File: src/rtl/adc_pkg.sv
// Shared types and helpers for the ADC pulse detector and its baseline tracker.
package adc_pkg;

    localparam int ADC_WIDTH      = 16;
    localparam int EVT_WIDTH_BITS = 8;
    localparam int EVT_TS_WIDTH   = 32;

    typedef enum logic [1:0] {
        IDLE,
        PULSE,
        HOLDOFF,
        FAULT
    } det_state_t;

    typedef struct packed {
        logic [ADC_WIDTH-1:0]      peak;
        logic [EVT_WIDTH_BITS-1:0] width;
        logic [EVT_TS_WIDTH-1:0]   ts;
    } det_event_t;

    // Negative differences clamp to zero; the positive 17-bit range never exceeds 0xFFFF.
    function automatic logic [ADC_WIDTH-1:0] sat_peak(input logic signed [ADC_WIDTH:0] diff);
        return diff[ADC_WIDTH] ? '0 : diff[ADC_WIDTH-1:0];
    endfunction

    function automatic logic [EVT_WIDTH_BITS-1:0] sat_inc_width(input logic [EVT_WIDTH_BITS-1:0] w);
        return (w == '1) ? w : w + EVT_WIDTH_BITS'(1);
    endfunction

endpackage

File: src/rtl/adc_baseline_tracker.sv
// IIR baseline: acc holds baseline scaled by 2^BASELINE_SHIFT; baseline = acc >>> BASELINE_SHIFT.
module adc_baseline_tracker
    import adc_pkg::*;
#(
    parameter int BASELINE_SHIFT = 4
) (
    input  logic                        clk,
    input  logic                        reset,
    input  logic                        seed,
    input  logic                        update,
    input  logic                        freeze,
    input  logic signed [ADC_WIDTH-1:0] sample,
    output logic signed [ADC_WIDTH-1:0] baseline,
    output logic                        seeded
);

    localparam int ACC_W = ADC_WIDTH + BASELINE_SHIFT;

    logic signed [ACC_W-1:0] acc;
    logic signed [ACC_W:0]   sample_ext;
    logic signed [ACC_W:0]   baseline_ext;
    logic signed [ACC_W:0]   acc_ext;
    logic signed [ACC_W:0]   acc_next;

    assign baseline     = acc[ACC_W-1:BASELINE_SHIFT];
    assign sample_ext   = {{(ACC_W + 1 - ADC_WIDTH){sample[ADC_WIDTH-1]}}, sample};
    assign baseline_ext = {{(ACC_W + 1 - ADC_WIDTH){baseline[ADC_WIDTH-1]}}, baseline};
    assign acc_ext      = {acc[ACC_W-1], acc};
    // One guard bit is enough: acc + sample - baseline stays inside the ACC_W signed range.
    assign acc_next     = acc_ext + sample_ext - baseline_ext;

    always_ff @(posedge clk) begin
        if (reset) begin
            acc    <= '0;
            seeded <= 1'b0;
        end else if (seed) begin
            acc    <= sample_ext[ACC_W-1:0] <<< BASELINE_SHIFT;
            seeded <= 1'b1;
        end else if (update && !freeze) begin
            acc    <= acc_next[ACC_W-1:0];
        end
    end

endmodule

File: src/rtl/adc_pulse_detector.sv
// Paces ADC conversions, captures samples, tracks a baseline and emits one event per threshold pulse.
module adc_pulse_detector
    import adc_pkg::*;
#(
    parameter int SAMPLE_PERIOD  = 128,
    parameter int BASELINE_SHIFT = 4,
    parameter int HOLDOFF        = 8,
    parameter int TS_WIDTH       = EVT_TS_WIDTH
) (
    input  logic                      clk,
    input  logic                      reset,
    input  logic                      enable,
    input  logic [ADC_WIDTH-1:0]      threshold,
    output logic                      start_acquisition,
    input  logic                      adc_data_enable,
    input  logic [ADC_WIDTH-1:0]      adc_data,
    input  logic                      adc_is_error,
    output logic                      evt_valid,
    input  logic                      evt_ready,
    output logic [ADC_WIDTH-1:0]      evt_peak,
    output logic [EVT_WIDTH_BITS-1:0] evt_width,
    output logic [TS_WIDTH-1:0]       evt_timestamp,
    output logic [15:0]               drop_count,
    output logic                      error
);

    localparam int               CNT_W       = (SAMPLE_PERIOD > 2) ? $clog2(SAMPLE_PERIOD) : 1;
    localparam logic [CNT_W-1:0] PERIOD_LAST = CNT_W'(SAMPLE_PERIOD - 1);
    localparam int               HO_W        = (HOLDOFF > 1) ? $clog2(HOLDOFF + 1) : 1;

    det_state_t state;
    det_state_t state_next;

    logic [CNT_W-1:0]            period_cnt;
    logic                        outstanding;
    logic                        start_cond;
    logic                        adc_de_prev;
    logic                        sample_strobe;
    logic                        sample_vld;
    logic signed [ADC_WIDTH-1:0] sample_q;
    logic [TS_WIDTH-1:0]         sample_ts;
    logic [TS_WIDTH-1:0]         timestamp;

    logic signed [ADC_WIDTH-1:0] baseline;
    logic                        seeded;
    logic signed [ADC_WIDTH:0]   diff;
    logic                        detect;
    logic [ADC_WIDTH-1:0]        diff_sat;

    logic                        base_seed;
    logic                        base_update;
    logic                        pulse_start;
    logic                        pulse_extend;
    logic                        emit;
    logic                        holdoff_load;
    logic                        holdoff_step;

    logic [ADC_WIDTH-1:0]        pulse_peak;
    logic [EVT_WIDTH_BITS-1:0]   pulse_width;
    logic [TS_WIDTH-1:0]         pulse_ts;
    logic [HO_W-1:0]             holdoff_cnt;

    det_event_t                  evt_q;
    det_event_t                  evt_new;

    // Starts are held, not skipped, until the previous sample is in and the ADC is quiet.
    assign start_cond = enable && (period_cnt >= PERIOD_LAST) && !outstanding
                        && !adc_data_enable && !adc_is_error && (state != FAULT);

    always_ff @(posedge clk) begin
        if (reset) begin
            period_cnt        <= '0;
            outstanding       <= 1'b0;
            start_acquisition <= 1'b0;
        end else begin
            start_acquisition <= start_cond;
            if (start_cond) begin
                period_cnt <= '0;
            end else if (enable && (period_cnt < PERIOD_LAST)) begin
                period_cnt <= period_cnt + CNT_W'(1);
            end
            if (start_cond) begin
                outstanding <= 1'b1;
            end else if (sample_strobe) begin
                outstanding <= 1'b0;
            end
        end
    end

    assign sample_strobe = adc_data_enable && !adc_de_prev;

    always_ff @(posedge clk) begin
        if (reset) begin
            adc_de_prev <= 1'b0;
            sample_vld  <= 1'b0;
            sample_q    <= '0;
            sample_ts   <= '0;
            timestamp   <= '0;
        end else begin
            adc_de_prev <= adc_data_enable;
            sample_vld  <= sample_strobe;
            if (sample_strobe) begin
                sample_q  <= adc_data;
                sample_ts <= timestamp;
                timestamp <= timestamp + TS_WIDTH'(1);
            end
        end
    end

    adc_baseline_tracker #(
        .BASELINE_SHIFT(BASELINE_SHIFT)
    ) u_baseline (
        .clk      (clk),
        .reset    (reset),
        .seed     (base_seed),
        .update   (base_update),
        .freeze   (state != IDLE),
        .sample   (sample_q),
        .baseline (baseline),
        .seeded   (seeded)
    );

    // The seeding sample has no meaningful baseline, so it can never start a pulse.
    assign diff     = $signed({sample_q[ADC_WIDTH-1], sample_q}) - $signed({baseline[ADC_WIDTH-1], baseline});
    assign detect   = seeded && (diff > $signed({1'b0, threshold}));
    assign diff_sat = sat_peak(diff);

    always_ff @(posedge clk) begin
        if (reset) begin
            state <= IDLE;
        end else begin
            state <= state_next;
        end
    end

    // The module parameter HOLDOFF shadows the enum literal, hence the package-scoped name.
    always_comb begin
        state_next = state;
        if (adc_is_error) begin
            state_next = FAULT;
        end else if (sample_vld) begin
            case (state)
                IDLE:             if (detect) state_next = PULSE;
                PULSE:            if (!detect) state_next = (HOLDOFF == 0) ? IDLE : adc_pkg::HOLDOFF;
                adc_pkg::HOLDOFF: if (holdoff_cnt <= HO_W'(1)) state_next = IDLE;
                default:          state_next = state;
            endcase
        end
    end

    always_comb begin
        base_seed    = 1'b0;
        base_update  = 1'b0;
        pulse_start  = 1'b0;
        pulse_extend = 1'b0;
        emit         = 1'b0;
        holdoff_load = 1'b0;
        holdoff_step = 1'b0;
        if (sample_vld && !adc_is_error) begin
            case (state)
                IDLE: begin
                    if (!seeded) begin
                        base_seed = 1'b1;
                    end else if (detect) begin
                        pulse_start = 1'b1;
                    end else begin
                        base_update = 1'b1;
                    end
                end
                PULSE: begin
                    if (detect) begin
                        pulse_extend = 1'b1;
                    end else begin
                        emit         = 1'b1;
                        holdoff_load = 1'b1;
                    end
                end
                adc_pkg::HOLDOFF: holdoff_step = 1'b1;
                default: ;
            endcase
        end
    end

    always_ff @(posedge clk) begin
        if (reset) begin
            pulse_peak  <= '0;
            pulse_width <= '0;
            pulse_ts    <= '0;
            holdoff_cnt <= '0;
        end else begin
            if (pulse_start) begin
                pulse_peak  <= diff_sat;
                pulse_width <= EVT_WIDTH_BITS'(1);
                pulse_ts    <= sample_ts;
            end else if (pulse_extend) begin
                if (diff_sat > pulse_peak) pulse_peak <= diff_sat;
                pulse_width <= sat_inc_width(pulse_width);
            end
            if (holdoff_load) begin
                holdoff_cnt <= HO_W'(HOLDOFF);
            end else if (holdoff_step && (holdoff_cnt != '0)) begin
                holdoff_cnt <= holdoff_cnt - HO_W'(1);
            end
        end
    end

    always_comb begin
        evt_new       = '0;
        evt_new.peak  = pulse_peak;
        evt_new.width = pulse_width;
        evt_new.ts    = EVT_TS_WIDTH'(pulse_ts);
    end

    // A held event is never overwritten; an emit coinciding with a transfer refills the slot.
    always_ff @(posedge clk) begin
        if (reset) begin
            evt_valid  <= 1'b0;
            evt_q      <= '0;
            drop_count <= '0;
        end else begin
            if (evt_valid && evt_ready) begin
                evt_valid <= 1'b0;
            end
            if (emit) begin
                if (!evt_valid || evt_ready) begin
                    evt_q     <= evt_new;
                    evt_valid <= 1'b1;
                end else if (drop_count != 16'hFFFF) begin
                    drop_count <= drop_count + 16'd1;
                end
            end
        end
    end

    assign evt_peak      = evt_q.peak;
    assign evt_width     = evt_q.width;
    assign evt_timestamp = TS_WIDTH'(evt_q.ts);
    assign error         = (state == FAULT);

endmodule

File: config.mk
export PLATFORM = sky130hd
export DESIGN_NAME = adc_pulse_detector
export DESIGN_NICKNAME = d
export VERILOG_FILES = /design/src/rtl/adc_pkg.sv /design/src/rtl/adc_baseline_tracker.sv /design/src/rtl/adc_pulse_detector.sv
export SDC_FILE = /design/constraint.sdc
export NUM_CORES = 1
export LEC_CHECK = 0
export BUFFER_PORTS_ARGS = -buffer_cell sky130_fd_sc_hd__buf_2
export CORE_ASPECT_RATIO = 2
export CORE_UTILIZATION = 50
export CTS_CLUSTER_DIAMETER = 50
export DETAILED_ROUTE_END_ITERATION = 10
export GPL_ROUTABILITY_DRIVEN = 0
export PLACE_DENSITY_LB_ADDON = 0.3
export SLEW_MARGIN = 20
export SYNTH_ARGS = -nofsm -noshare
export SYNTH_HDL_FRONTEND = slang
export SYNTH_SLANG_ARGS = --single-unit
export TNS_END_PERCENT = 100
File: constraint.sdc
create_clock -name clk -period 6.54 [get_ports clk]
set_input_delay 0.654 -clock clk [delete_from_list [all_inputs] [get_ports clk]]
set_output_delay 0.654 -clock clk [all_outputs]
set_load 0.005 [all_outputs]
# After elaboration in Yosys (flattened, before gate mapping)
# Index checks and enable logic that the tools add are counted.
# word_totals
output_inout_bits	75
register_bits	247
inputBits	38
elab_cells	126
# classes
reduce_logical	39
bitwise_logic	2
n_eq_ne	10
n_lt_le_gt_ge	5
n_mux	39
n_addsub	8
# op_table
op	count
$mux 16	4
$mux 20	2
$add 32x1->32 const B	1
$mux 1	25
$add 20x16->20	1
$sub 20x16->20	1
$gt 17x17->1	1
$sub 16x16->17	1
$add 16x1->16 const B	1
$gt 16x16->1	1
$ne 16x16->1 const B	1
$reduce_bool 2->1	7
$logic_and 1x1->1	12
$mux 2	5
$ne 3x3->1 const B	3
$add 8x1->8 const B	1
$eq 8x8->1 const B	1
$mux 4	2
$reduce_and 2->1	4
$reduce_bool 4->1	2
$reduce_or 2->1	4
$add 7x1->7 const B	1
$ge 7x7->1 const B	1
$lt 7x7->1 const B	1
12 further kinds	20

# Depth between registers and ports, before layout
# Gate-level depths: netlist of run 1.
# logic_depth
word_depth	10
depth_mapped	20
depth_no_buf	18

# Hierarchy
# A second synthesis of run 1 with hierarchy kept.
# unflattened
hier_cells	1593
hier_area_um2	13317.8
# by_module_without_submodules
mod	n_inst	area_per_inst_um2	cells_each	seq_area_each_um2
adc_pulse_detector	1	10605.2	1232	4524.3
adc_baseline_tracker	1	2712.6	361	420.4

# Worst setup path before layout of run 1
# No wires, ideal clock.
# synth_path
kind	reg2reg
from	register u_baseline.acc[6]
to	register drop_count[8]
arrival_time_ps	4087
path_slack_ps	2332
path_stages_with_launch	19
n_path_buf	1
synth_period_minus_slack_ps	4208
t_required_ps	6419
cell_sequence	dfxtp_1 -> inv_1 -> ha_1 -> nor2b_1 -> o2111a_1 -> or3_1 -> a31o_1 -> a21oi_1 -> xor2_1 -> inv_1 -> ha_1 -> and3_1 -> o21ai_1 -> o2111ai_1 -> o211ai_4 -> o211ai_4 -> buf_4 -> nor4_1 -> mux2_2
# synth_between
elab_chain_len	7
# synth_lines
item	line_no	source
start, declared	adc_baseline_tracker.sv:19	logic signed [ACC_W-1:0] acc;
start signal, assigned	adc_baseline_tracker.sv:37	acc <= sample_ext[ACC_W-1:0] <<< BASELINE_SHIFT;
start signal, assigned	adc_baseline_tracker.sv:40	acc <= acc_next[ACC_W-1:0];
$sub 16x16->17	adc_pulse_detector.sv:124	assign diff = $signed({sample_q[ADC_WIDTH-1], sample_q}) - $signed({baseline[ADC_WIDTH-1], baseline});
$gt 17x17->1	adc_pulse_detector.sv:125	assign detect = seeded && (diff > $signed({1'b0, threshold}));
$logic_and 1x1->1	adc_pulse_detector.sv:125	
$mux 1	adc_pulse_detector.sv:171	if (detect) begin
$mux 1	adc_pulse_detector.sv:160	case (state)
$mux 1	adc_pulse_detector.sv:159	if (sample_vld && !adc_is_error) begin
$reduce_and 3->1 (no source line)	--	
end signal, assigned	adc_pulse_detector.sv:229	drop_count <= drop_count + 16'd1;
end, declared	adc_pulse_detector.sv:23	output logic [15:0] drop_count,
# No other way between the ends.
# A chain may end at the register's enable or synchronous reset.

# Final worst setup path of run 1
# layout_path
from	register u_baseline.acc[6]
to	register pulse_ts[20]
# layout_between
elab_chain_len	7
# layout_lines
item	line_no	source
$sub 16x16->17	adc_pulse_detector.sv:124	
$gt 17x17->1	adc_pulse_detector.sv:125	
$logic_and 1x1->1	adc_pulse_detector.sv:125	
$mux 1	adc_pulse_detector.sv:164	end else if (detect) begin
$mux 1	adc_pulse_detector.sv:162	if (!seeded) begin
$mux 1	adc_pulse_detector.sv:160	
$mux 1	adc_pulse_detector.sv:159	
end signal, assigned	adc_pulse_detector.sv:194	pulse_ts <= sample_ts;
end, declared	adc_pulse_detector.sv:60	logic [TS_WIDTH-1:0] pulse_ts;
# No other way between the ends.

==> flow_summary_export.csv, run 1 <==
group,metric,value,unit
outcome,status,"finished clean",
final_layout,multiInputGateArea,7130,µm²
clocking,clk_latency,0.55,ns
power,p_total,3.63,mW
placement,dp_hpwl,24000,µm
sta,final.period_utilization,0.787,
route,drt-pass1-iter-count,5,
power,clockPowerShare,0.409,
synthesis,synth-seq-cells,247,
synthesis,synthFlopType,"dfxtp_1",
floorplan,io_pins,113,
synthesis,synth-edff-count,0,
route,drc_errors,0,
sta,final.setup.tns,0,ns
sta,finClkSkew,0.0366,ns
power,p_leak,5.93,nW
power,combPwrFrac,0.170,
sta,worst_slack,1.39,ns
route,wirelength,32900,µm
floorplan,start_util,0.512,
synthesis,ys_seq_area_frac,0.384,
placement,place_ws,1.47,ns
global_routing,grt_pass1_vias,11200,
setup_path,worst_ep_required_time,6.94,ns
synthesis,synth_fp_nets,1704,
global_routing,overflow,0,
final_layout,fin_util,0.577,
final_layout,nets,1782,
sta,relSlewSlack,0.326,
worst_hold_path,min_path_cells,3,
route,num_vias,11200,
floorplan,die_y,229,µm
clocking,cts_tree,"done",
global_routing,grt_usage,0.255,
power,power.switching,1.01,mW
placement,placed_cells,1957,
setup_path,cp-start-kind,"register",
clocking,ctsLongestPathBuffers,3,
route,ant_nets,0,
clocking,cts-hold-fix-buffers,0,
power,intPower,2.62,mW
final_layout,final_area,14500,µm²
synthesis,synth_warnings,0,
setup_path,critPathKind,"reg2reg",
sta,holdWs,0.355,ns
global_routing,grt_antenna_before_repair,0,
route,via_per_inst,5.60,
setup_path,crit_fanout,22,
floorplan,die_w,115,µm
route,detail_route.wl_per_cell,16.4,µm
sta,worst_slew_pin_slew,1.01,ns
synthesis,syn_area,12900,µm²
sta,setup_viol,0,
global_routing,grt_max_degree,90,
placement,place_area,13700,µm²
final_layout,finalNonFillerCells,1998,
final_layout,ff_latch_area,4940,µm²
setup_path,timing.critical_path.to_type,"register",
job,maxCapViolations,0,
floorplan,die-area,26400,µm²
clocking,htree_levels,1,
global_routing,grt_pass1_wl,53800,µm
final_layout,num_antenna_cells,0,
sta,rsz0062_at_grt,"false",
final_layout,fillers,2319,
sta,maxSlewViolCount,0,
power,power.density,251,nW/µm²
clocking,numClockSinks,247,
power,seq_power_share,0.421,
clocking,post_cts_buffers,0,
placement,portBuffers,112,
setup_path,worst-r2r-cell-count,18,
clocking,numCtsBuffers,23,
synthesis,async_reset_ff_frac,0,
synthesis,synth_cell_type_count,77,
synthesis,syn_avg_cell_area,8.21,µm²
clocking,clk_pin_slew,0.07,ns
power,max-vdd-ir-drop,0.000169,V
floorplan,rows,82,
final_layout,final_layout_size_suffix_gt1_frac,0.111,
clocking,root_buffer,"clkbuf_16",
final_layout,area_delta_synth_final,12.5,%
power,swShare,0.278,
worst_hold_path,hold_class,"in2reg",
synthesis,syn_inst,1568,
sta,clock.fmax,0.194,GHz
setup_path,arrival,5.55,ns
floorplan,core-area,25100,µm²
sta,finalCriticalPeriod,5.15,ns
route,drtIter0Drc,500,
sta,finalHoldViolCount,0,
clocking,cts_resized,0,
## final cells by class
type / instances / area share
clock inverters: 11 / 0.0124
clock buffers: 30 / 0.0450
well taps: 336 / 0.0290
inverters: 132 / 0.0342
multi-input cells: 1118 / 0.492
repair buffers: 124 / 0.0462
flip-flops and latches: 247 / 0.341
## power groups by stage
stage	sequential (mW)	combinational, mW	clock [mW]
6_report	1.53	0.619	1.49
5_1_grt	1.53	0.687	1.56
4_1_cts	1.53	0.612	1.51
3_5_place_dp	1.56	0.609	0
3_3_place_gp	1.56	0.598	0
2_1_floorplan	1.56	0.459	0
## final timing paths
| path | start | end | slack, ns |
|---|---|---|---|
| hold / removal | adc_data[15] | sample_q[15]$_SDFFE_PP0P_ | 0.36 |
| setup reg to reg | u_baseline.acc[6]$_SDFFE_PP0P_ | pulse_ts[20]$_SDFFE_PP0P_ | 1.39 |
| setup / recovery | u_baseline.acc[6]$_SDFFE_PP0P_ | pulse_ts[20]$_SDFFE_PP0P_ | 1.39 |
| hold reg to reg | evt_peak[13]$_SDFFE_PP0P_ | evt_peak[13]$_SDFFE_PP0P_ | 0.45 |
## routing by layer
| layer | global-route usage | vias up | routed length [µm] |
|---|---|---|---|
| met1 | 0.256 | 5326 | 12100 |
| met3 | 0.0251 | 97 | 1190 |
| li1 | - | 5504 | - |
| met4 | 0.136 | 0 | 1680 |
| met2 | 0.496 | 271 | 17900 |
| met5 | 0 | - | 0 |
## worst max-delay path, cell delays in order, from the launching register on
cell,delay (ns)
dfxtp_1,0.39
inv_1,0.09
ha_1,0.33
nor2b_1,0.16
o2111a_1,0.30
or3_1,0.42
a31o_1,0.23
a21oi_1,0.18
xor2_1,0.24
inv_1,0.07
ha_1,0.30
nand4_1,0.14
nor4_1,0.07
a22oi_1,0.33
o21a_1,0.29
nand3_2,0.68
buf_4,0.51
mux2i_1,0.19
nor2_1,0.05
## cell usage in the layout (no fill, tap or decap), types with 30 or more instances in the layout
| cell type | synthesis | routed |
|---|---|---|
| a21oi_1 | 175 | 175 |
| buf_2 | 5 | 111 |
| dfxtp_1 | 247 | 247 |
| ha_1 | 78 | 78 |
| inv_1 | 132 | 132 |
| mux2i_1 | 47 | 47 |
| nand2_1 | 266 | 266 |
| nand3_1 | 32 | 32 |
| nor2_1 | 133 | 133 |
| o21ai_0 | 34 | 34 |
| xor2_1 | 30 | 30 |
## cell usage after synthesis, types with 9 or more instances
cell type / count / area (µm²)
or4_1: 12 / 90.1
nand2_1: 266 / 998
xor2_1: 30 / 263
clkbuf_1: 49 / 184
mux2i_1: 47 / 470
nor2_1: 133 / 499
a21o_1: 9 / 67.6
o21ai_0: 34 / 170
and2_1: 12 / 75.1
a21oi_1: 175 / 876
xnor2_1: 23 / 201
and3_1: 14 / 87.6
nand4_1: 21 / 131
o21a_1: 14 / 105
ha_1: 78 / 976
nand3_1: 32 / 160
o31ai_1: 11 / 82.6
dfxtp_1: 247 / 4940
nor2b_1: 16 / 100
fa_1: 20 / 400
nor3_1: 21 / 105
inv_1: 132 / 495
nand2b_1: 9 / 56.3
buf_4: 14 / 105
or3_1: 18 / 113
## registers in the layout, summed over array words and instances (netlist names), 2 cells and up
| register | count |
|---|---|
| pulse_peak | 16 |
| sample_q | 16 |
| evt_timestamp | 32 |
| u_baseline.acc | 20 |
| timestamp | 32 |
| pulse_width | 8 |
| sample_ts | 32 |
| evt_width | 8 |
| pulse_ts | 32 |
| state | 2 |
| holdoff_cnt | 4 |
| period_cnt | 7 |
| evt_peak | 16 |
| drop_count | 16 |
## logic make-up after synthesis
group,synth area share
mux,0.0400
compound gates,0.162
xor+xnor,0.0360
fa+ha+maj,0.107
simple gates,0.207
flops,0.384
buf+inv,0.0649
(Power assumes the default switching activity.)
==> run 2, diff against run 1 <==
--- a/config.mk
+++ b/config.mk
@@ -5,6 +5,7 @@
 export SDC_FILE = /design/constraint.sdc
 export NUM_CORES = 1
 export LEC_CHECK = 0
+export ABC_AREA = 1
 export BUFFER_PORTS_ARGS = -buffer_cell sky130_fd_sc_hd__buf_2
 export CORE_ASPECT_RATIO = 2
 export CORE_UTILIZATION = 50
==> constraint.sdc (replaced) <==
create_clock -name clk -period 4.25 [get_ports clk]
set_input_delay 0.425 -clock clk [delete_from_list [all_inputs] [get_ports clk]]
set_output_delay 0.425 -clock clk [all_outputs]
set_load 0.005 [all_outputs]
==> run 2 against run 1 <==
Non-clock buffer count is 24 higher. Highest routed layer unchanged. Via count is 5.7% higher. Sequential share of layout area is 0.64 points lower. Critical endpoint is now u_baseline.acc[11]$_SDFFE_PP0P_. Die area is 1.2% higher. First-iteration DRC count is 17% higher. Synthesized area is 1.2% higher. Setup slack worse by 1.1 ns. Core utilization is 0.083 points lower. Synthesized cell count is 13% higher.
==> flow_summary_export.csv, run 2 <==
group,metric,value,unit
final_layout,fin_util,0.576,
final_layout,nets,2010,
final_layout,area_delta_synth_final,13.3,%
synthesis,synth_cell_type_count,47,
synthesis,synthMuxAreaShare,0,
synthesis,synth-edff-count,0,
setup_path,arrival,4.32,ns
worst_hold_path,hold_class,"in2reg",
global_routing,grt_pass1_wl,54400,µm
synthesis,synthTopCellsByArea,"dfxtp_1, nand2_1, inv_1",
floorplan,die_y,230,µm
synthesis,syn_inst,1765,
sta,finalCriticalPeriod,3.92,ns
final_layout,mostFrequentLayoutCell,"nand2_1",
sta,worst_slew_pin_slew,1.00,ns
clocking,htree_levels,1,
route,num_vias,11800,
synthesis,ys_seq_area_frac,0.379,
placement,dp_hpwl,25400,µm
floorplan,die-area,26800,µm²
final_layout,multiInputGateArea,6730,µm²
clocking,clk_pin_slew,0.07,ns
worst_hold_path,min_path_cells,3,
sta,final.setup.tns,0,ns
outcome,status,"finished clean",
setup_path,rrSetupSlack,0.33,ns
route,drt-pass1-iter-count,7,
route,detail_route.wl_per_cell,15.1,µm
job,maxCapViolations,0,
global_routing,overflow,0,
synthesis,synth.most_common_cell,"nand2_1",
worst_hold_path,whs_endpoint,"sample_q[15]$_SDFFE_PP0P_",
clocking,clk_latency,0.52,ns
route,drc_errors,0,
power,max-vdd-ir-drop,0.000249,V
setup_path,timing.critical_path.to_type,"register",
route,wirelength,33600,µm
final_layout,final_layout_size_suffix_gt1_frac,0.116,
route,drtIter0Drc,585,
final_layout,fillers,2450,
floorplan,die_w,116,µm
placement,placed_cells,2183,
synthesis,synth_warnings,0,
sta,maxSlewViolCount,0,
sta,setup_viol,0,
synthesis,syn_avg_cell_area,7.38,µm²
synthesis,syn_area,13000,µm²
synthesis,synth-adder-area-share,0.106,
clocking,root_buffer,"clkbuf_16",
setup_path,cp-start-kind,"register",
global_routing,grt_usage,0.256,
route,ant_nets,0,
final_layout,num_antenna_cells,0,
clocking,cts-hold-fix-buffers,0,
floorplan,start_util,0.508,
sta,rsz0062_at_grt,"false",
synthesis,synth_fp_nets,1901,
synthesis,synth_top_area_frac,0.379,
synthesis,synthFlopType,"dfxtp_1",
placement,portBuffers,112,
setup_path,r2r-end,"u_baseline.acc[11]$_SDFFE_PP0P_",
final_layout,finalNonFillerCells,2229,
floorplan,core-area,25700,µm²
setup_path,crit_fanout,6,
sta,finClkSkew,0.0159,ns
clocking,ctsLongestPathBuffers,3,
final_layout,layout_common_cells,"nand2_1, inv_1, dfxtp_1",
floorplan,io_pins,113,
setup_path,critPathLaunch,"sample_q[0]$_SDFFE_PP0P_",
worst_hold_path,min-delay-start,"adc_data[15]",
synthesis,synth_top_family_by_area,"simple AND/OR/NAND/NOR gates",
synthesis,synth_commonest_cells,"nand2_1, inv_1, dfxtp_1",
synthesis,synth-seq-cells,247,
synthesis,synth_compound_area_frac,0.158,
power,power.density,374,nW/µm²
power,p_leak,6.62,nW
sta,clock.fmax,0.255,GHz
synthesis,synthSimpleGateAreaFrac,0.214,
sta,finalHoldViolCount,0,
sta,relSlewSlack,0.331,
synthesis,synthXorXnorAreaFrac,0.0370,
setup_path,critPathKind,"reg2reg",
global_routing,grt_antenna_before_repair,0,
clocking,cts_tree,"done",
final_layout,ff_latch_area,4940,µm²
synthesis,synth_top_area_cell,"dfxtp_1",
clocking,numClockSinks,247,
global_routing,grt_pass1_vias,11800,
floorplan,rows,83,
route,via_per_inst,5.31,
setup_path,worst_ep_required_time,4.65,ns
synthesis,async_reset_ff_frac,0,
clocking,numCtsBuffers,23,
global_routing,grt_max_degree,96,
sta,final.period_utilization,0.922,
setup_path,worst-r2r-cell-count,27,
setup_path,r2r-start,"sample_q[0]$_SDFFE_PP0P_",
run 2: cell count changes in the layout (fill, tap and decap cells not counted), sizes merged, moves of 32 or more:
cell and delta:
nand3 +57, inv +139, nor2 +32, nand2 +46, o21ai +74, mux2i -47
run 2: area by class of cell:
cell class              count  area share
multi-input cells        1179       0.456
flip-flops and latches    247       0.335
well taps                 340      0.0288
inverters                 274      0.0701
clock inverters            10     0.00602
repair inverters            1    0.000508
repair buffers            148      0.0617
clock buffers              30      0.0421
run 2: what timing repair did:
item | 4_1_cts | 5_1_grt
setup buffers | 0 | 5
resized for setup | 0 | 21
endpoints found under the hold margin | 0 | 0
endpoints found under the setup margin | 0 | 146
run 2: stage by stage:
step                      total power [mW]  setup slack, ns  area (µm²)  hold WS [ns]
after floorplan                       3.27            0.637       13000         0.436
after global placement                3.54            0.247       13900         0.444
after detailed placement              3.56            0.171       13900         0.451
after CTS                             5.55            0.160       14700         0.168
after global routing                  5.81          0.00731       14800         0.193
final                                 5.52            0.331       14800         0.186
run 2: cells by family (layout without fill, tap and decap cells):
kind of cell    count (synthesis)  count (layout)
fa+ha+maj                      98              98
compound gates                379             379
flops                         247             247
buf+inv                       339             463
simple gates                  647             647
xor+xnor                       55              55
run 2: worst max path at each step:
| stage | slack (ns) | endpoint |
|---|---|---|
| 6_report | 0.33 | u_baseline.acc[11]$_SDFFE_PP0P_ |
| 5_1_grt | 0.007 | drop_count[12]$_SDFFE_PP0P_ |
| 4_1_cts | 0.16 | evt_peak[3]$_SDFFE_PP0P_ |
| 3_5_place_dp | 0.17 | evt_peak[3]$_SDFFE_PP0P_ |
| 3_3_place_gp | 0.25 | evt_peak[3]$_SDFFE_PP0P_ |
| 2_1_floorplan | 0.64 | drop_count[12]$_SDFFE_PP0P_ |
run 2: per-layer routing:
layer	global-route usage	vias to the layer above	part of all wire
met3	0.0227	115	0.037
met1	0.245	5455	0.35
li1	-	5942	-
met5	0	-	0
met2	0.514	321	0.56
met4	0.132	0	0.052
run 2: worst max-delay path, stage by stage, from the launching register on:
cell and delay (ns):
dfxtp_1 0.33, inv_1 0.06, ha_1 0.22, fa_1 0.39, inv_1 0.08, nand3_1 0.06
nand2_1 0.14, nand2_1 0.08, nand3_2 0.11, a21boi_1 0.11, o21ai_1 0.22, xnor2_1 0.17
inv_1 0.06, ha_1 0.32, nand2_1 0.08, nor2_1 0.05, a211oi_2 0.14, nand2_1 0.07
nand2_1 0.05, nand2_1 0.05, nand2_1 0.08, nand2_2 0.08, nand2_1 0.09, nand2_2 0.10
nand2_2 0.14, clkinvlp_4 0.24, a21oi_1 0.21, nor2_1 0.06
run 2: power breakdown:
group	switching [mW]	total [mW]	leakage (nW)	internal [mW]
Clock	0.888	1.99	0.356	1.10
Combinational	0.721	1.15	4.26	0.429
Sequential	0.0244	2.38	2.00	2.36
